$ cat src/rtl/pc_trace_buffer.sv
// On-chip PC/aux trace buffer: arms, optionally waits for a trigger PC, records
// samples in a circular or stop-on-full store, and detects a PC self-loop as halt.
module pc_trace_buffer #(
  parameter int PC_W     = 32,
  parameter int AUX_W    = 32,
  parameter int DEPTH    = 16,
  parameter int HALT_CYC = 4
) (
  input  logic                     clk_i,
  input  logic                     rst_i,
  input  logic                     arm_i,
  input  logic                     stop_i,
  input  logic                     mode_i,
  input  logic                     trig_en_i,
  input  logic [PC_W-1:0]          trig_pc_i,
  input  logic                     pc_valid_i,
  input  logic [PC_W-1:0]          pc_i,
  input  logic [AUX_W-1:0]         aux_i,
  input  logic                     rd_en_i,
  input  logic [$clog2(DEPTH)-1:0] rd_idx_i,
  output logic                     rd_valid_o,
  output logic [PC_W-1:0]          rd_pc_o,
  output logic [AUX_W-1:0]         rd_aux_o,
  output logic [1:0]               state_o,
  output logic [$clog2(DEPTH):0]   count_o,
  output logic                     wrapped_o,
  output logic                     halted_o
);

  localparam int AW = $clog2(DEPTH);
  localparam int CW = AW + 1;
  localparam int RW = $clog2(HALT_CYC + 1);

  typedef enum logic [1:0] {
    IDLE    = 2'd0,
    ARMED   = 2'd1,
    CAPTURE = 2'd2,
    DONE    = 2'd3
  } state_t;

  state_t            state;
  logic [AW-1:0]     wr_ptr;
  logic [RW-1:0]     rep_cnt;
  logic              mode_q;
  logic              trig_en_q;
  logic [PC_W-1:0]   trig_pc_q;
  logic [PC_W-1:0]   last_pc;

  logic [PC_W-1:0]   mem_pc  [DEPTH];
  logic [AUX_W-1:0]  mem_aux [DEPTH];

  logic              trig_ok;
  logic              take;
  logic              is_repeat;
  logic              wr_en;
  logic              rd_hit;
  logic [AW-1:0]     rd_addr;

  assign state_o = state;

  // NOTE: every signal gets a value before any condition, so no latch is inferred.
  always_comb begin
    trig_ok   = !trig_en_q || (pc_i == trig_pc_q);
    take      = 1'b0;
    if (rst_i && pc_valid_i && !stop_i)
      take = (state == CAPTURE) || ((state == ARMED) && trig_ok);
    is_repeat = (count_o != '0) && (pc_i == last_pc);
    wr_en     = take && !is_repeat;
    rd_addr   = wrapped_o ? (wr_ptr + rd_idx_i) : rd_idx_i;
    rd_hit    = rd_en_i && ({1'b0, rd_idx_i} < count_o);
  end

  // NOTE: storage has no reset; count_o gates every read, so stale contents never leak out.
  always_ff @(posedge clk_i) begin
    if (wr_en) begin
      mem_pc[wr_ptr]  <= pc_i;
      mem_aux[wr_ptr] <= aux_i;
    end
  end

  always_ff @(posedge clk_i) begin
    if (!rst_i) begin
      state      <= IDLE;
      count_o    <= '0;
      wr_ptr     <= '0;
      rep_cnt    <= '0;
      wrapped_o  <= 1'b0;
      halted_o   <= 1'b0;
      rd_valid_o <= 1'b0;
      rd_pc_o    <= '0;
      rd_aux_o   <= '0;
      mode_q     <= 1'b0;
      trig_en_q  <= 1'b0;
      trig_pc_q  <= '0;
      last_pc    <= '0;
    end else begin
      // Reads see pre-edge memory, so a same-cycle write to that entry returns old data.
      rd_valid_o <= rd_hit;
      if (rd_hit) begin
        rd_pc_o  <= mem_pc[rd_addr];
        rd_aux_o <= mem_aux[rd_addr];
      end

      unique case (state)
        IDLE, DONE: begin
          if (arm_i) begin
            state     <= ARMED;
            count_o   <= '0;
            wr_ptr    <= '0;
            rep_cnt   <= '0;
            wrapped_o <= 1'b0;
            halted_o  <= 1'b0;
            mode_q    <= mode_i;
            trig_en_q <= trig_en_i;
            trig_pc_q <= trig_pc_i;
          end
        end
        ARMED: begin
          if (stop_i)
            state <= DONE;
          else if (take)
            state <= CAPTURE;
        end
        CAPTURE: begin
          if (stop_i)
            state <= DONE;
        end
      endcase

      if (take && is_repeat) begin
        rep_cnt <= rep_cnt + RW'(1);
        if (rep_cnt == RW'(HALT_CYC - 1)) begin
          state    <= DONE;
          halted_o <= 1'b1;
        end
      end

      // Later assignments override the case above: a filling write ends capture.
      if (wr_en) begin
        wr_ptr  <= wr_ptr + AW'(1);
        rep_cnt <= '0;
        last_pc <= pc_i;
        if (count_o == CW'(DEPTH))
          wrapped_o <= 1'b1;
        else
          count_o <= count_o + CW'(1);
        if (!mode_q && (count_o == CW'(DEPTH - 1)))
          state <= DONE;
      end
    end
  end

endmodule

$ cat config.mk
export PLATFORM = sky130hd
export DESIGN_NAME = pc_trace_buffer
export DESIGN_NICKNAME = d
export VERILOG_FILES = /design/src/rtl/pc_trace_buffer.sv
export SDC_FILE = /design/constraint.sdc
export NUM_CORES = 2
export LEC_CHECK = 0
export ABC_AREA = 1
export CAP_MARGIN = 10
export CORE_MARGIN = 5
export CORE_UTILIZATION = 40
export CTS_CLUSTER_DIAMETER = 200
export DETAILED_ROUTE_END_ITERATION = 10
export GPL_TIMING_DRIVEN = 0
export SLEW_MARGIN = 20
export SYNTH_ARGS = -nofsm -noshare
export SYNTH_HDL_FRONTEND = slang
export SYNTH_SLANG_ARGS = --single-unit
$ cat constraint.sdc
create_clock -name clk_i -period 13.8 [get_ports clk_i]
set_input_delay 2.76 -clock clk_i [delete_from_list [all_inputs] [get_ports clk_i]]
set_output_delay 2.76 -clock clk_i [all_outputs]
set_load 0.01 [all_outputs]
==> results.sh <==
export IMPL_status="finished clean"
export IMPL_power_w=0.00752
export IMPL_fin_crit_ns=6.39
export IMPL_first_pass_iters=5
export IMPL_synth_top_family_by_area="simple AND/OR/NAND/NOR gates"
export IMPL_clkLatencyLatePin_ns=0.69
export IMPL_cts_reportedPaths_clkPinSlew_ns=0.06
export IMPL_numPortBuffers=181
export IMPL_cp_end_kind="flip-flop"
export IMPL_finalSetupTns_ns=0
export IMPL_syn_to_final_growth_pct=18.6
export IMPL_synth_compound_area_share=0.107
export IMPL_final_max_slew_violation_count=0
export IMPL_post_cts_setup_buffers=0
export IMPL_layout_nets=4345
export IMPL_worstSetupPathType="input port to flip-flop"
export IMPL_placed_area_sq_um=51500
export IMPL_synth_seq_cells=1171
export IMPL_hold_buffers=0
export IMPL_fmax_ghz=0.156
export IMPL_root_buffer="clkbuf_16"
export IMPL_grtUsageTotal=0.211
export IMPL_layout_commonest_cell="edfxtp_1"
export IMPL_htree_levels=3
export IMPL_hold_viol=0
export IMPL_hpwl_um=89900
export IMPL_tightest_slew_ns=1.14
export IMPL_core_sq_um=116000
export IMPL_antenna_found_initial=9
export IMPL_detail_route_wl_per_cell_um=22.7
export IMPL_synth_fa_ha_area_frac=0.00500
export IMPL_start_util=0.402
export IMPL_die_area_sq_um=123000
export IMPL_finalSetupViolations=0
export IMPL_syn_area_per_cell_sq_um=12.0
export IMPL_die_w_um=351
export IMPL_vias_per_cell=5.32
export IMPL_grt_first_pass_wirelength_um=195000
export IMPL_drv_cap=0
export IMPL_netlist_area_sq_um=46600
export IMPL_wl_um=132000
export IMPL_fill_cells=10200
export IMPL_period_share=0.463
export IMPL_vdd_drop_max_mv=0.103
export IMPL_grt_pass1_vias=30400
export IMPL_seq_area_frac_synth=0.723
export IMPL_synth_mux_area_frac=0
export IMPL_overflow=0
export IMPL_hold_class="flip-flop to flip-flop"
export IMPL_final_cell_mix="edfxtp_1, nor2_1, o21ai_0"
export IMPL_cts_tree="yes"
export IMPL_grt_max_degree=26
export IMPL_rows=125
export IMPL_clkSinkCount=1171
export IMPL_cts_buffers=115
export IMPL_drt_iter0_drc=3178
export IMPL_place_congestion=0.803
export IMPL_critPathMaxFanout=20
export IMPL_finClkSkew_ns=0.0162
export IMPL_clock_path_buffers=3
export IMPL_cellLeakagePower_nw=18.5
export IMPL_io_pins=182
export IMPL_yosys_warnings=0
export IMPL_via_count=31100
export IMPL_power_density_nw_per_um2=136
export IMPL_rsz0062_at_grt="false"
export IMPL_worst_setup_path_start_kind="input port"
export IMPL_syn_nets=3999
export IMPL_cp_required_ns=14.18
export IMPL_die_h_um=351
export IMPL_cp_arrival_ns=6.77
export IMPL_ant_nets=0
export IMPL_slew_headroom=0.238
export IMPL_synth_distinct_cells=37
export IMPL_post_route_util=0.477
export IMPL_synthXorXnorAreaFrac=0.00996
export IMPL_synth_simple_gate_area_share=0.119
export IMPL_syn_inst=3873
export IMPL_drive_gt1_frac=0.0894
export IMPL_drc=0
export IMPL_cts_resized=0
export IMPL_final_area_sq_um=55300
-- area by class of cell --
type                    instances  area (sq um)  area share
diodes                          3          7.51    0.000136
plain buffers                 252          1180      0.0213
clock buffers                 165          3290      0.0595
clock inverters                49           440     0.00797
inverters                     124           468     0.00847
multi-input cells            2326         11400       0.206
flip-flops and latches       1171         33700       0.610
well taps                    1524          1910      0.0345
repair buffers                229          2910      0.0527
-- per-stage QoR --
stage | hold slack (ns) | setup slack [ns] | instances
after floorplan | 0.442 | 6.73 | 3873
after global placement | 0.454 | 1.92 | 5578
after detailed placement | 0.464 | 6.75 | 5626
after CTS | 0.474 | 7.48 | 5840
after global routing | 0.497 | 7.22 | 5840
final | 0.471 | 7.41 | 5843
-- Yosys cell counts (all sizes together) --
master | n | share of area
nand2 | 148 | 0.012
fa | 1 | 0.00043
ha | 17 | 0.0046
o22ai | 1 | 0.00013
and2 | 1 | 0.00013
xor2 | 13 | 0.0024
o21a | 1 | 0.00016
clkbuf | 109 | 0.0088
nand3 | 272 | 0.029
nor2 | 933 | 0.075
o211ai | 129 | 0.021
nand4 | 4 | 0.00054
nand3b | 2 | 0.00032
edfxtp | 1024 | 0.66
or2 | 9 | 0.0012
nor3 | 1 | 0.00011
clkinv | 2 | 0.00016
buf | 143 | 0.016
o21ai | 631 | 0.068
dfxtp | 147 | 0.063
xnor2 | 40 | 0.0075
o221ai | 64 | 0.012
a21oi | 59 | 0.0063
inv | 122 | 0.0099
-- path summary, 6_finish.rpt --
path / startpoint / to / slack (ns) / cells past startpoint
setup / recovery: pc_i[15] / mem_aux[13][30] / 7.41 / 17
hold / removal: trig_pc_q[1] / trig_pc_q[1] / 0.47 / 2
setup reg to reg: wr_ptr[0] / rd_pc_o[18] / 10.24 / 14
hold reg to reg: trig_pc_q[1] / trig_pc_q[1] / 0.47 / 2
-- flip-flops by register name, indices dropped and copies added (netlist names) --
name,count
mem_aux,512
mem_pc,512
last_pc,32
rd_aux_o,32
rd_pc_o,32
trig_pc_q,32
count_o,5
wr_ptr,4
rep_cnt,3
state_o,2
halted_o,1
mode_q,1
rd_valid_o,1
trig_en_q,1
wrapped_o,1
-- kinds of logic (layout without fill, tap and decap cells) --
group	after synthesis	count (layout)
flip-flops	1171	1171
buffers and inverters	376	819
other	0	3
XOR/XNOR	53	53
AND/OR/NAND/NOR	1370	1370
adder cells (fa/ha/maj)	18	18
AO/OA/AOI/OAI	885	885
-- critical path, stage by stage --
cell	delay, ns
clkdlybuf4s50_1	0.89
xnor2_1	0.44
nand2_1	0.09
nor2_1	0.16
nand2_1	0.07
nor2_1	0.18
nand2_1	0.07
nand2_1	0.06
nand2_1	0.05
nand2_2	0.13
nand3_4	0.14
inv_2	0.18
buf_4	0.21
nand2_1	0.27
nor2_4	0.56
buf_16	0.24
buf_12	0.20
-- report_power, final --
part           switching, W  total [W]  internal, W  leakage (nW)
logic              0.000353   0.000518     0.000165          6.29
registers         0.0000181    0.00390      0.00388          10.4
clock network       0.00131    0.00311      0.00180          1.82
total               0.00168    0.00752      0.00584          18.5
-- routing by layer --
metal | global-route usage | part of all wire
met5 | 0 | 0
met4 | 0.0729 | 0.033
met3 | 0.0331 | 0.073
met2 | 0.349 | 0.47
met1 | 0.287 | 0.42
Power figures use the tool's default switching activity.
